## src/rtl/mem_stage_lsu.sv

```systemverilog
`default_nettype none
// ============================================================================
// Module   : mem_stage_lsu
// Purpose  : DLX MEM stage. Issues lane-aligned loads/stores, stalls on the
//            bus handshake with a timeout, formats load data and forwards the
//            ALU result to EX. Define MEM_MISALIGN_TRAP_EN to trap misaligned
//            accesses instead of aligning them down.
// Revision : 1.0 - initial release
// ============================================================================
module mem_stage_lsu #(
  parameter int XLEN     = 32,
  parameter int RA_W     = 5,
  parameter int WAIT_MAX = 16
) (
  input  logic              clk,
  input  logic              reset_n,
  input  logic              ex_valid,
  input  logic [XLEN-1:0]   ex_alu_out,
  input  logic [XLEN-1:0]   ex_store_data,
  input  logic [RA_W-1:0]   ex_rd,
  input  logic              ex_ld,
  input  logic              ex_st,
  input  logic [1:0]        ex_size,
  input  logic              ex_unsigned,
  output logic [XLEN-1:0]   d_address,
  output logic [XLEN-1:0]   d_data_write,
  output logic [XLEN/8-1:0] d_byte_en,
  output logic              d_write_enable,
  output logic              d_read_enable,
  input  logic [XLEN-1:0]   d_data_read,
  input  logic              d_data_valid,
  output logic              stall,
  output logic              fwd_valid,
  output logic [RA_W-1:0]   fwd_rd,
  output logic [XLEN-1:0]   fwd_data,
  output logic              wb_valid,
  output logic              wb_we,
  output logic [RA_W-1:0]   wb_rd,
  output logic [XLEN-1:0]   wb_data,
  output logic              bus_err,
  output logic              misalign
);

  localparam int NB = XLEN / 8;
  localparam int OW = $clog2(NB);
  localparam int CW = $clog2(WAIT_MAX + 1);
  localparam logic [CW-1:0] c_wait_last = CW'(WAIT_MAX - 1);

  typedef enum logic [0:0] {
    S_IDLE = 1'b0,
    S_WAIT = 1'b1
  } state_t;

  state_t          r_state;
  state_t          w_state_next;
  logic [CW-1:0]   r_wait_cnt;

  // Copy of the access held while waiting on the bus
  logic [XLEN-1:0] r_alu;
  logic [XLEN-1:0] r_sdata;
  logic [RA_W-1:0] r_rd;
  logic [1:0]      r_size;
  logic            r_uns;
  logic            r_ld;
  logic            r_st;

  logic            w_in_wait;
  logic [XLEN-1:0] w_alu;
  logic [XLEN-1:0] w_sdata;
  logic [RA_W-1:0] w_rd;
  logic [1:0]      w_size;
  logic            w_uns;
  logic            w_ld;
  logic            w_st;

  logic [1:0]      w_eff_size;
  logic [3:0]      w_nbytes;
  logic [6:0]      w_nbits;
  logic [OW-1:0]   w_low_mask;
  logic [OW-1:0]   w_off;
  logic [XLEN-1:0] w_addr;
  logic [NB-1:0]   w_be;
  logic [XLEN-1:0] w_shifted;
  logic [XLEN-1:0] w_fmt;
  logic            w_sign;

  logic            w_mem_req;
  logic            w_trap;
  logic            w_access;
  logic            w_timeout;
  logic            w_fault;
  logic            w_wb_valid;

  assign w_in_wait = (r_state == S_WAIT);

  always_comb begin
    w_alu   = ex_alu_out;
    w_sdata = ex_store_data;
    w_rd    = ex_rd;
    w_size  = ex_size;
    w_uns   = ex_unsigned;
    w_ld    = ex_ld;
    w_st    = ex_st;
    if (w_in_wait) begin
      w_alu   = r_alu;
      w_sdata = r_sdata;
      w_rd    = r_rd;
      w_size  = r_size;
      w_uns   = r_uns;
      w_ld    = r_ld;
      w_st    = r_st;
    end
  end

  // A dword request on a 32-bit datapath collapses to a full-width word
  assign w_eff_size = (w_size > 2'(OW)) ? 2'(OW) : w_size;
  assign w_nbytes   = 4'd1 << w_eff_size;
  assign w_nbits    = {w_nbytes, 3'b000};
  assign w_low_mask = w_nbytes[OW-1:0] - OW'(1);
  assign w_off      = w_alu[OW-1:0] & ~w_low_mask;
  assign w_addr     = {w_alu[XLEN-1:OW], w_off};

  always_comb begin
    w_be = '0;
    for (int i = 0; i < NB; i++) begin
      w_be[i] = (i >= int'(w_off)) && (i < int'(w_off) + int'(w_nbytes));
    end
  end

  assign w_shifted = d_data_read >> {w_off, 3'b000};

  always_comb begin
    w_sign = 1'b0;
    w_fmt  = '0;
    for (int b = 0; b < XLEN; b++) begin
      if (b == int'(w_nbits) - 1) w_sign = w_shifted[b];
    end
    for (int b = 0; b < XLEN; b++) begin
      w_fmt[b] = (b < int'(w_nbits)) ? w_shifted[b] : (w_sign & ~w_uns);
    end
  end

  assign w_mem_req = w_in_wait | (ex_valid & (ex_ld | ex_st));

`ifdef MEM_MISALIGN_TRAP_EN
  logic w_misal;
  logic r_misalign;

  assign w_misal  = |(w_alu[OW-1:0] & w_low_mask);
  assign w_trap   = ~w_in_wait & ex_valid & (ex_ld | ex_st) & w_misal;
  assign misalign = r_misalign;

  always_ff @(posedge clk) begin
    if (!reset_n) r_misalign <= 1'b0;
    else          r_misalign <= w_trap;
  end
`else
  assign w_trap   = 1'b0;
  assign misalign = 1'b0;
`endif

  assign w_access = w_mem_req & ~w_trap;
  assign w_fault  = w_timeout | w_trap;

  assign d_address      = w_addr;
  assign d_data_write   = w_sdata << {w_off, 3'b000};
  assign d_byte_en      = w_access ? w_be : '0;
  assign d_read_enable  = w_access & w_ld;
  assign d_write_enable = w_access & w_st;

  assign fwd_valid = ex_valid & ~ex_ld & (ex_rd != '0);
  assign fwd_rd    = ex_rd;
  assign fwd_data  = ex_alu_out;

  // A timeout retires the instruction as faulted, so the pipeline is released
  always_comb begin
    w_state_next = r_state;
    w_timeout    = 1'b0;
    stall        = 1'b0;
    case (r_state)
      S_IDLE: begin
        stall = w_access & ~d_data_valid;
        if (w_access && !d_data_valid) w_state_next = S_WAIT;
      end
      S_WAIT: begin
        w_timeout = ~d_data_valid & (r_wait_cnt == c_wait_last);
        stall     = ~d_data_valid & ~w_timeout;
        if (d_data_valid || w_timeout) w_state_next = S_IDLE;
      end
      default: w_state_next = S_IDLE;
    endcase
  end

  always_ff @(posedge clk) begin
    if (!reset_n) begin
      r_state    <= S_IDLE;
      r_wait_cnt <= '0;
    end else begin
      r_state    <= w_state_next;
      r_wait_cnt <= (w_in_wait && w_state_next == S_WAIT) ? r_wait_cnt + CW'(1) : '0;
    end
  end

  always_ff @(posedge clk) begin
    if (!w_in_wait) begin
      r_alu   <= ex_alu_out;
      r_sdata <= ex_store_data;
      r_rd    <= ex_rd;
      r_size  <= ex_size;
      r_uns   <= ex_unsigned;
      r_ld    <= ex_ld;
      r_st    <= ex_st;
    end
  end

  assign w_wb_valid = w_in_wait | ex_valid;

  always_ff @(posedge clk) begin
    if (!reset_n) begin
      wb_valid <= 1'b0;
      wb_we    <= 1'b0;
      wb_rd    <= '0;
      wb_data  <= '0;
      bus_err  <= 1'b0;
    end else begin
      bus_err <= w_timeout;
      if (!stall) begin
        wb_valid <= w_wb_valid;
        wb_we    <= w_wb_valid & (w_rd != '0) & ~w_st & ~w_fault;
        wb_rd    <= w_rd;
        wb_data  <= (w_ld & ~w_fault) ? w_fmt : w_alu;
      end
    end
  end

endmodule
`default_nettype wire

```

## config.mk

```make
export PLATFORM = sky130hd
export DESIGN_NAME = mem_stage_lsu
export DESIGN_NICKNAME = d
export VERILOG_FILES = /design/src/rtl/mem_stage_lsu.sv
export SDC_FILE = /design/constraint.sdc
export NUM_CORES = 1
export LEC_CHECK = 0
export ABC_CLOCK_PERIOD_IN_PS = 6600
export BUFFER_PORTS_ARGS = -buffer_cell sky130_fd_sc_hd__buf_2
export CELL_PAD_IN_SITES_DETAIL_PLACEMENT = 0
export CELL_PAD_IN_SITES_GLOBAL_PLACEMENT = 1
export CORE_MARGIN = 4
export CORE_UTILIZATION = 35
export CTS_CLUSTER_DIAMETER = 30
export DETAILED_ROUTE_END_ITERATION = 6
export GPL_TIMING_DRIVEN = 0
export PLACE_DENSITY = 0.92
export SYNTH_ARGS = -nofsm -noshare
export SYNTH_HDL_FRONTEND = slang
export SYNTH_SLANG_ARGS = --single-unit
```

## constraint.sdc

```tcl
create_clock -name clk -period 6.6 [get_ports clk]
set_clock_uncertainty 0.15 [all_clocks]
set_input_delay 0.66 -clock clk [delete_from_list [all_inputs] [get_ports clk]]
set_output_delay 0.66 -clock clk [all_outputs]
set_load 0.02 [all_outputs]
```

==> results.txt <==
----------------------------------------------------
[Pwr]
  Switching share of power ... 30.4%
  Highest ir drop seen on vdd ... 187 uV
  Power Density ... 271 mW/mm^2
  Leakage power of the design ... 3.95 nW
  Reported net switching power ... 0.714 mW
  Power share of the clock group ... 41.1%
  Combinational share of power ... 24.5%
  Relative contribution of sequential cells to total power ... 34.4%
  Internal power ... 1.64 mW

[Detailed routing]
  Routed length on met2 ... 11.1 mm
  Metal1 wirelength ... 9.27 mm
  Violation count after the first detailed-route iteration ... 467
  Iteration count of the initial detailed-routing pass ... 5
  Total wirelength of the detailed-routed design ... 23.4 mm
  Wire per inst ... 18.6 um
  Metal3 WL ... 2.37 mm
  Vias post-DR ... 6560
  Total DRC errors in the routed layout ... 0
  Highest metal layer with signal wires ... met5
  Routed Antenna Nets ... 0
  Vias/cell ... 5.22

[GRT]
  Pin count of the biggest net entering global routing ... 17
  Number of global-route vias before repair ... 6405
  GRT Overall Usage ... 21.6%
  Grt ovf ... 0
  Number of antenna violations at the first check in global routing ... 7
  First-pass GRT wire length ... 34.4 mm

[Min path]
  Classification of the worst-slack hold path ... reg -> reg

[Timing]
  Final critical-path share of the clock period ... 60.4%
  Setup total negative slack ... 0 ns
  Unrepaired setup endpoints after global routing ... no
  Slew at the pin with the worst max-slew slack ... 0.783 ns
  Peak Freq ... 251 MHz
  Headroom to the max-slew limit ... 47.8%
  Fin. Hold Viols ... 0
  Period minus WS final ... 3.99 ns
  Number of slew-limit violations in the final report ... 0
  Count of final setup violators ... 0

[Setup path]
  Worst endpoint required time ... 5.79 ns
  CP Class ... reg -> out
  Max Fanout on Critical Path ... 10
  Worst Setup End Kind ... output pin
  Buffer and inverter count on the worst path ... 3
  Kind of start point of the critical path ... flop
  Chain of cells forming the critical path ... buf_6 -> and4bb_2 -> nor2_2 -> clkbuf_1 -> fa_1 -> o21ai_0 -> a21oi_1 -> nor3_1 -> buf_2
  Highest-delay cell along the critical path ... sky130_fd_sc_hd__fa_1
  CP max stage delay ... 0.54 ns
  Data arrival time of the critical path ... 3.18 ns
  Critical path's top delay family ... buffers and inverters

[Synth]
  Ranking of synthesized cells by area ... sky130_fd_sc_hd__dfxtp_1 37%, sky130_fd_sc_hd__mux2_2 11%, sky130_fd_sc_hd__buf_4 8.7%
  Post-synthesis average cell area ... 8.80 sq um
  Number of enable-type register cells in the synthesized netlist ... 0
  Fraction of post-synthesis cell area in the top cell type by area ... 36.9%
  Cell count after synthesis ... 739
  Dominant cell type by area after synthesis ... sky130_fd_sc_hd__dfxtp_1
  Unique cell type count in the Yosys netlist ... 61
  Top_reg_cell synth ... sky130_fd_sc_hd__dfxtp_1
  Total of flip-flops plus latches after synthesis ... 120
  Async set-reset flop share out of synthesis ... 0%
  Netlist area before placement ... 0.00650 sq mm
  Synthesized net count ... 852
  Share of the yosys chip area belonging to registers ... 36.9%
  Yosys Warn Count ... 0

[Placement]
  Area after detailed placement ... 0.00808 sq mm
  Placer Congestion ... 0.889
  Detailed-placement wirelength estimate ... 18.0 mm
  Quantity of I/O buffers inserted on ports ... 257

[Floorplanning]
  Die Footprint ... 0.0208 sq mm
  I/O Pins ... 260
  Width of the die ... 144 um
  Die Height ... 144 um
  Core Area ... 0.0181 sq mm
  Row count ... 49
  Effective utilization at floorplan ... 35.8%

[Finish]
  Final std cell area, no fill ... 0.00868 sq mm
  Share of cells above drive strength 1 ... 46.5%
  Fin util ... 47.9%
  Final net count ... 1128
  Fillcell total ... 1830
  Synth-to-Final Area Change ... 33.6%

[CTS]
  Clock-pin transition on the worst setup and hold timing paths ... 0.06 ns
  Number of sinks handled by clock tree synthesis ... 120
  Post-CTS Setup Inserts ... 0
  Buffer depth of the longest clock path ... 2
  Number of buffers created by CTS ... 17
  Number of hold-repair buffers added at the cts stage ... 0
  Clock tree root driver cell ... sky130_fd_sc_hd__clkbuf_16
  Number of resized instances in the post-cts repair step ... 0
  Number of H-tree levels ... 4
  TritonCTS clock tree ... yes
  Clock latency of the later-clocked register in the worst-skew pair ... 0.42 ns

[Outcome]
  Status ... complete, no violations

[Flow run]
  Maximum capacitance violations ... 0

----------------------------------------------------
==> synth_stat cells, types with 2 or more instances <==
master                       n
sky130_fd_sc_hd__inv_2       2
sky130_fd_sc_hd__or3_1       2
sky130_fd_sc_hd__a21o_1      3
sky130_fd_sc_hd__nand4_1     8
sky130_fd_sc_hd__nand2_1    38
sky130_fd_sc_hd__a21oi_1    34
sky130_fd_sc_hd__nor2b_1     4
sky130_fd_sc_hd__nor2_2      3
sky130_fd_sc_hd__o31ai_1     9
sky130_fd_sc_hd__ha_1        2
sky130_fd_sc_hd__inv_1      21
sky130_fd_sc_hd__nor3b_1     7
sky130_fd_sc_hd__nor4_1      2
sky130_fd_sc_hd__a22oi_1     6
sky130_fd_sc_hd__dfxtp_1   120
sky130_fd_sc_hd__o311ai_0    2
sky130_fd_sc_hd__nor3_1     10
sky130_fd_sc_hd__nor2_1     59
sky130_fd_sc_hd__or2_2       4
sky130_fd_sc_hd__o22ai_1    24
sky130_fd_sc_hd__nand3_1    34
sky130_fd_sc_hd__mux2i_1    20
sky130_fd_sc_hd__o21ai_0    42
sky130_fd_sc_hd__buf_6       2
sky130_fd_sc_hd__o211ai_1   16
sky130_fd_sc_hd__buf_2      21
sky130_fd_sc_hd__xnor2_1     2
sky130_fd_sc_hd__buf_4      75
sky130_fd_sc_hd__a31oi_1     2
sky130_fd_sc_hd__mux2_2     62
sky130_fd_sc_hd__a211oi_1   18
sky130_fd_sc_hd__nand3b_1   16
sky130_fd_sc_hd__clkbuf_1   22
sky130_fd_sc_hd__and3_1      2
sky130_fd_sc_hd__o21ba_2    14
sky130_fd_sc_hd__a221oi_1    6
==> registers in the layout (all words and copies together), names as in the netlist, 2 cells and up <==
register,flops
r_rd,5
r_sdata,32
r_wait_cnt,5
wb_rd,5
r_alu,32
wb_data,32
r_size,2
==> stage by stage <==
| stage | setup slack, ns | std cells | power [mW] | hold WS [ns] |
|---|---|---|---|---|
| 6_report | 2.61 | 1257 | 2.35 | 0.296 |
| 3_5_place_dp | 2.88 | 1225 | 1.40 | 0.291 |
| 3_3_place_gp | 2.88 | 1225 | 1.39 | 0.279 |
| 5_1_grt | 2.42 | 1256 | 2.44 | 0.326 |
| 2_1_floorplan | 3.35 | 739 | 1.19 | 0.268 |
| 4_1_cts | 2.58 | 1255 | 2.36 | 0.298 |
==> routing by layer <==
| layer | vias to the layer above | GRT usage [%] |
|---|---|---|
| li1 | 3143 | - |
| met1 | 3030 | 25.5 |
| met2 | 323 | 36.2 |
| met3 | 52 | 7.97 |
| met4 | 12 | 7.61 |
| met5 | - | 0 |
==> final timing paths <==
check	from	endpoint	slack (ns)	cells after the start
setup / recovery	r_state$_SDFF_PN0_	d_byte_en[0]	2.61	9
hold / removal	r_wait_cnt[0]$_SDFF_PN0_	r_wait_cnt[0]$_SDFF_PN0_	0.30	1
setup reg to reg	r_wait_cnt[0]$_SDFF_PN0_	wb_data[25]$_SDFFE_PN0N_	3.92	10
hold reg to reg	r_wait_cnt[0]$_SDFF_PN0_	r_wait_cnt[0]$_SDFF_PN0_	0.30	1
==> cell type report <==
| type | instances | area [sq um] | share of cell area (%) |
|---|---|---|---|
| timing repair buffer | 257 | 1290 | 14.8 |
| antenna | 2 | 5.00 | 0.0576 |
| buffer | 121 | 777 | 8.95 |
| clock inverter | 8 | 120 | 1.38 |
| tap | 229 | 287 | 3.30 |
| sequential | 120 | 2400 | 27.7 |
| clock buffer | 22 | 484 | 5.58 |
| inverter | 24 | 90.1 | 1.04 |
| multi-input combinational | 474 | 3230 | 37.2 |
==> cells in the final DEF (no fill, tap or decap), types with 21 or more instances in the layout <==
| cell type | netlist | final |
|---|---|---|
| sky130_fd_sc_hd__nand3_1 | 34 | 34 |
| sky130_fd_sc_hd__buf_4 | 75 | 75 |
| sky130_fd_sc_hd__dfxtp_1 | 120 | 120 |
| sky130_fd_sc_hd__a21oi_1 | 34 | 34 |
| sky130_fd_sc_hd__o21ai_0 | 42 | 42 |
| sky130_fd_sc_hd__buf_2 | 21 | 278 |
| sky130_fd_sc_hd__nor2_1 | 59 | 59 |
| sky130_fd_sc_hd__clkbuf_1 | 22 | 23 |
| sky130_fd_sc_hd__inv_1 | 21 | 21 |
| sky130_fd_sc_hd__nand2_1 | 38 | 38 |
| sky130_fd_sc_hd__mux2_2 | 62 | 62 |
| sky130_fd_sc_hd__o22ai_1 | 24 | 24 |
==> cell families after synthesis <==
kind of cell    count (synthesis)  synth area share (%)
other cells                     1                0.0577
mux                            82                  13.8
buf+inv                       145                  13.3
xor+xnor                        3                 0.404
simple gates                  201                  16.0
flops                         120                  36.9
fa+ha+maj                       3                 0.693
compound gates                184                  18.8
==> power by group through the flow <==
stage          clock network, mW  registers [mW]  logic [mW]
4_1_cts                    0.978           0.809       0.576
6_report                   0.965           0.809       0.575
3_5_place_dp                   0           0.825       0.572
3_3_place_gp                   0           0.822       0.568
2_1_floorplan                  0           0.852       0.339
5_1_grt                     1.01           0.816       0.620
No activity file was read; power rests on OpenSTA's default activity.
